### src/rtl/seg_pkg.sv
// Shared constants and types for the seven-segment display blocks.
// Glyphs are active-low {dp,g,f,e,d,c,b,a} with the dp bit off.
package seg_pkg;

    localparam logic [7:0] SEG_BLANK = 8'hFF;
    localparam logic [3:0] DIGIT_OFF = 4'hF;

    localparam logic [7:0] GLYPH_0 = 8'hC0;
    localparam logic [7:0] GLYPH_1 = 8'hF9;
    localparam logic [7:0] GLYPH_2 = 8'hA4;
    localparam logic [7:0] GLYPH_3 = 8'hB0;
    localparam logic [7:0] GLYPH_4 = 8'h99;
    localparam logic [7:0] GLYPH_5 = 8'h92;
    localparam logic [7:0] GLYPH_6 = 8'h82;
    localparam logic [7:0] GLYPH_7 = 8'hF8;
    localparam logic [7:0] GLYPH_8 = 8'h80;
    localparam logic [7:0] GLYPH_9 = 8'h90;
    localparam logic [7:0] GLYPH_A = 8'h88;
    localparam logic [7:0] GLYPH_B = 8'h83;
    localparam logic [7:0] GLYPH_C = 8'hC6;
    localparam logic [7:0] GLYPH_D = 8'hA1;
    localparam logic [7:0] GLYPH_E = 8'h86;
    localparam logic [7:0] GLYPH_F = 8'h8E;

    typedef enum logic [1:0] {
        SLOT_UNITS     = 2'd0,
        SLOT_TENS      = 2'd1,
        SLOT_HUNDREDS  = 2'd2,
        SLOT_THOUSANDS = 2'd3
    } slot_e;

    typedef struct packed {
        logic [3:0] thousands;
        logic [3:0] hundreds;
        logic [3:0] tens;
        logic [3:0] units;
        logic [3:0] dp_mask;
        logic       blank_lz;
    } frame_t;

endpackage

### src/rtl/seg_decode.sv
// Combinational hex code to active-low seven-segment glyph {g,f,e,d,c,b,a}.
// Blanking and decimal-point handling belong to the caller.
module seg_decode
    import seg_pkg::*;
(
    input  logic [3:0] code,
    output logic [6:0] glyph
);

    always_comb begin
        case (code)
            4'h0:    glyph = GLYPH_0[6:0];
            4'h1:    glyph = GLYPH_1[6:0];
            4'h2:    glyph = GLYPH_2[6:0];
            4'h3:    glyph = GLYPH_3[6:0];
            4'h4:    glyph = GLYPH_4[6:0];
            4'h5:    glyph = GLYPH_5[6:0];
            4'h6:    glyph = GLYPH_6[6:0];
            4'h7:    glyph = GLYPH_7[6:0];
            4'h8:    glyph = GLYPH_8[6:0];
            4'h9:    glyph = GLYPH_9[6:0];
            4'hA:    glyph = GLYPH_A[6:0];
            4'hB:    glyph = GLYPH_B[6:0];
            4'hC:    glyph = GLYPH_C[6:0];
            4'hD:    glyph = GLYPH_D[6:0];
            4'hE:    glyph = GLYPH_E[6:0];
            default: glyph = GLYPH_F[6:0];
        endcase
    end

endmodule

### src/rtl/seg_scan_driver.sv
// Four-digit multiplexed seven-segment driver with dead time between digits,
// once-per-frame input snapshot and optional leading-zero blanking.
module seg_scan_driver
    import seg_pkg::*;
#(
    parameter int SCAN_DIV    = 50000,
    parameter int DEAD_CYCLES = 500
) (
    input  logic       CLK,
    input  logic       RST,
    input  logic [3:0] units,
    input  logic [3:0] tens,
    input  logic [3:0] hundreds,
    input  logic [3:0] thousands,
    input  logic [3:0] dp_mask,
    input  logic       blank_lz,
    output logic [7:0] SEG,
    output logic [3:0] DIGIT,
    output logic       frame_start
);

    localparam int              CNT_W    = $clog2(SCAN_DIV);
    localparam logic [CNT_W-1:0] CNT_MAX  = CNT_W'(SCAN_DIV - 1);
    localparam logic [CNT_W-1:0] DEAD_END = CNT_W'(DEAD_CYCLES);

    logic [CNT_W-1:0] cnt_q, cnt_d;
    slot_e            slot_q, slot_d;
    frame_t           shadow_q, shadow_d;
    logic [7:0]       seg_q, seg_d;
    logic [3:0]       digit_q, digit_d;
    logic             frame_start_q, frame_start_d;

    logic             cnt_wrap;
    logic [3:0]       code;
    logic [6:0]       glyph;
    logic             lz_blank;

    seg_decode u_decode (
        .code  (code),
        .glyph (glyph)
    );

    // NOTE: every output of a combinational block gets a default first so no path leaves it unassigned (no latch).
    always_comb begin
        cnt_wrap      = (cnt_q == CNT_MAX);
        cnt_d         = cnt_wrap ? '0 : cnt_q + 1'b1;
        slot_d        = cnt_wrap ? slot_e'(slot_q + 2'd1) : slot_q;
        frame_start_d = cnt_wrap && (slot_q == SLOT_THOUSANDS);
        shadow_d      = shadow_q;
        if (frame_start_d) begin
            shadow_d = '{thousands: thousands, hundreds: hundreds, tens: tens,
                         units: units, dp_mask: dp_mask, blank_lz: blank_lz};
        end
    end

    // A digit is blanked when it and every more significant digit are zero.
    always_comb begin
        code     = shadow_q.units;
        lz_blank = 1'b0;
        case (slot_q)
            SLOT_UNITS: begin
                code = shadow_q.units;
            end
            SLOT_TENS: begin
                code     = shadow_q.tens;
                lz_blank = (shadow_q.tens == 4'h0) && (shadow_q.hundreds == 4'h0)
                           && (shadow_q.thousands == 4'h0);
            end
            SLOT_HUNDREDS: begin
                code     = shadow_q.hundreds;
                lz_blank = (shadow_q.hundreds == 4'h0) && (shadow_q.thousands == 4'h0);
            end
            default: begin
                code     = shadow_q.thousands;
                lz_blank = (shadow_q.thousands == 4'h0);
            end
        endcase

        seg_d   = SEG_BLANK;
        digit_d = DIGIT_OFF;
        if (cnt_q >= DEAD_END) begin
            digit_d = ~(4'b0001 << slot_q);
            seg_d   = {~shadow_q.dp_mask[slot_q],
                       (lz_blank && shadow_q.blank_lz) ? 7'h7F : glyph};
        end
    end

    // NOTE: sequential state uses non-blocking assignments so all flops sample pre-edge values.
    // NOTE: the shadow registers are reset too, so frame 0 shows a defined all-zero value.
    always_ff @(posedge CLK or posedge RST) begin
        if (RST) begin
            cnt_q         <= '0;
            slot_q        <= SLOT_UNITS;
            shadow_q      <= '0;
            seg_q         <= SEG_BLANK;
            digit_q       <= DIGIT_OFF;
            frame_start_q <= 1'b0;
        end else begin
            cnt_q         <= cnt_d;
            slot_q        <= slot_d;
            shadow_q      <= shadow_d;
            seg_q         <= seg_d;
            digit_q       <= digit_d;
            frame_start_q <= frame_start_d;
        end
    end

    assign SEG         = seg_q;
    assign DIGIT       = digit_q;
    assign frame_start = frame_start_q;

endmodule

### config.mk
export PLATFORM = sky130hd
export DESIGN_NAME = seg_scan_driver
export DESIGN_NICKNAME = d
export VERILOG_FILES = /design/src/rtl/seg_pkg.sv /design/src/rtl/seg_decode.sv /design/src/rtl/seg_scan_driver.sv
export SDC_FILE = /design/constraint.sdc
export NUM_CORES = 1
export LEC_CHECK = 0
export CORE_ASPECT_RATIO = 0.8
export CORE_MARGIN = 8
export CORE_UTILIZATION = 50
export DETAILED_ROUTE_END_ITERATION = 10
export DONT_BUFFER_PORTS = 1
export PLACE_DENSITY = 0.71
export SYNTH_ARGS = -nofsm -noshare
export SYNTH_HDL_FRONTEND = slang
export SYNTH_SLANG_ARGS = --single-unit
### constraint.sdc
create_clock -name CLK -period 2.45 [get_ports CLK]
set_clock_uncertainty 0.2 [all_clocks]
set_input_delay 0.3675 -clock CLK [delete_from_list [all_inputs] [get_ports CLK]]
set_output_delay 0.3675 -clock CLK [all_outputs]
set_load 0.02 [all_outputs]
==> results.yml <==
synthesis:
  synth_seq_cells: 52
  synth_edf_count: 0
  synthesis.area_mm2: 0.002619
  ys_types: 45
  synth_warnings: 0
  syn_avg_cell_area_um2: 12.53
  syn-num-nets: 246
  seq_area_frac_synth_pct: 50.26
  synth_cells: 209
  synth_ff_type: "dfrtp_1"
  synth-async-reset-ratio_pct: 100.0
timing:
  period_share_pct: 95.31
  max_clock_freq_mhz: 428.3
  tightest_slew_ns: 0.6268
  rsz0062_at_grt: "true"
  fin_crit_ns: 2.335
  finalHoldViolCount: 0
  slew_headroom_pct: 58.21
  whs_ns: 0.01357
  drv_slew: 0
  tns_ns: 0
  setup_viol_count_final: 0
critical_path:
  path_buf_inv: 3
  critPathMaxStageDelay_ns: 0.43
  worstSetupPathType: "flip-flop to flip-flop"
  critPathTopFamily: "compound AO/OA/AOI/OAI gates"
  cp_max_fo: 4
  r2r_slack_ns: 0.11
  critical_path_arrival_ns: 2.33
  slowest_stage: "dfrtp_1"
  crit_required_ns: 2.44
  cp_cell_sequence: "buf_4 > ha_1 > a222oi_1 > mux2_4 > inv_2 > ha_2 > inv_1 > a211oi_2 > o21ba_2 > o211ai_1"
  startpoint_type: "flip-flop"
  crit_path_end_kind: "flip-flop"
clock_network:
  cts_tree: "built"
  root_buffer: "clkbuf_8"
  clk_latency_ns: 0.29
  htreeDepth: 2
  cts_sinks: 52
  cts_buffers: 5
  clockBufferDepth: 2
  path_clk_slew_ns: 0.09
layout:
  final_cell_count_no_fill: 300
  drive_above_1_share_pct: 30.67
  design_area_mm2: 0.002990
  nNetsFinal: 274
  n_antenna_cell: 0
  layout_common_cells: "dfrtp_1 (40), mux2_4 (20), buf_4 (15)"
  layout_commonest_cell: "dfrtp_1"
  area_delta_synth_final_pct: 14.19
floorplan:
  start_util_pct: 52.00
  die_h_um: 80.73
  dieWidth_um: 96.91
  ios: 36
  core_mm2: 0.005036
  rows: 23
  dieArea_mm2: 0.007824
pwr:
  p_leak_nw: 1.398
  ir_drop_v: 0.0003064
  power_density_mw_per_mm2: 487.5
route:
  drtAntennaViolNets: 0
  firstDrtPassIters: 6
  viasPerCell: 5.587
  post-route-drc-count: 0
  drtIter0Drc: 119
  wl_per_cell_um: 17.34
  vias: 1676
  finalWirelength_um: 5202
place:
  hpwl_um: 3784
  gp_congestion: 0.8730
  dpl_cell_area_mm2: 0.002770
  io_buffer_count: 0
  dp_cells: 281
job:
  max-cap-violations: 0
global_routing:
  grt_antenna_before_repair: 0
  track_usage_pct: 13.65
  grt-ovfl-total: 0
  grt_max_degree: 53
  grt_pass1_vias: 1666
  grt_pass1_wl_um: 8604
min_path:
  hp-class: "primary input to flip-flop"
run_status:
  status: "complete, no violations"
## cell type report
| type | count | area (um2) |
|---|---|---|
| clock inverters | 1 | 5.005 |
| multi-input cells | 141 | 1257 |
| fillers | 398 | 2046 |
| inverters | 12 | 45.04 |
| clock buffers | 7 | 76.32 |
| repair buffers | 25 | 212.7 |
| well taps | 62 | 77.57 |
| flip-flops and latches | 52 | 1316 |
## layer usage
metal  vias up  share of wire [%]  track usage (%)
met4         0               0.85            4.747
met3         4                6.6            5.085
met5         -                  0                0
met1       811                 54            20.08
li1        809                  -                -
met2        52                 39            17.54
## Yosys cell counts (3+ instances only)
library cell	count	area, um2
dfrtp_1	40	1001
mux2_4	19	285.3
ha_1	14	175.2
dfstp_2	12	315.3
inv_1	12	45.04
nand2_1	12	45.04
nor2_1	9	33.78
xor2_1	9	78.83
nand3_1	8	40.04
a21oi_1	5	25.02
nor2b_1	5	31.28
a211oi_1	4	30.03
mux2i_1	4	40.04
nand4_1	4	25.02
nor4_1	4	25.02
xnor2_1	4	35.03
a211o_1	3	26.28
a21o_1	3	22.52
a222oi_1	3	30.03
mux2_2	3	33.78
## logic make-up after synthesis
kind of cell	share of synthesized area [%]
AND/OR/NAND/NOR	11.37
buffers and inverters	2.914
XOR/XNOR	4.348
AO/OA/AOI/OAI	9.843
flip-flops	50.26
adder cells (fa/ha/maj)	6.689
multiplexers	14.57
## what timing repair did
item | 4_1_cts | 5_1_grt
pin swaps | 0 | 3
endpoints found under the setup margin | 2 | 5
hold buffers | 1 | 9
hold endpoints to repair | 40 | 9
resized for setup | 1 | 13
setup buffers | 1 | 0
cloned | 0 | 0
## final timing paths
kind / startpoint / end / cells past startpoint
setup / recovery: slot_q[1] / SEG[6] / 10
max in group asynchronous: RST / cnt_q[3] / 3
setup reg to reg: slot_q[1] / SEG[6] / 10
hold reg to reg: cnt_q[0] / cnt_q[0] / 1
min in group asynchronous: RST / frame_start / 3
hold / removal: dp_mask[0] / shadow_q[1] / 1
## through the flow
step / power [mW] / utilization, % / setup WS [ns]
6_report: 1.458 / 59.38 / 0.1150
5_1_grt: 1.524 / 59.38 / -0.007004
4_1_cts: 1.464 / 57.07 / 0.01965
3_5_place_dp: 1.000 / 55.01 / -0.05141
3_3_place_gp: 0.9991 / 55.01 / 0.04659
2_1_floorplan: 0.9724 / - / 0.1249
## state kept, by name, summed over array words and instances (netlist names)
register and cells:
cnt_q 16, shadow_q 21, DIGIT 4, slot_q 2, SEG 8, frame_start 1
## power by group
group	total (mW)	switching, mW	internal, mW
Clock	0.457	0.256	0.201
Combinational	0.108	0.0499	0.0585
Sequential	0.892	0.0158	0.876
No activity file was read; power rests on OpenSTA's default activity.
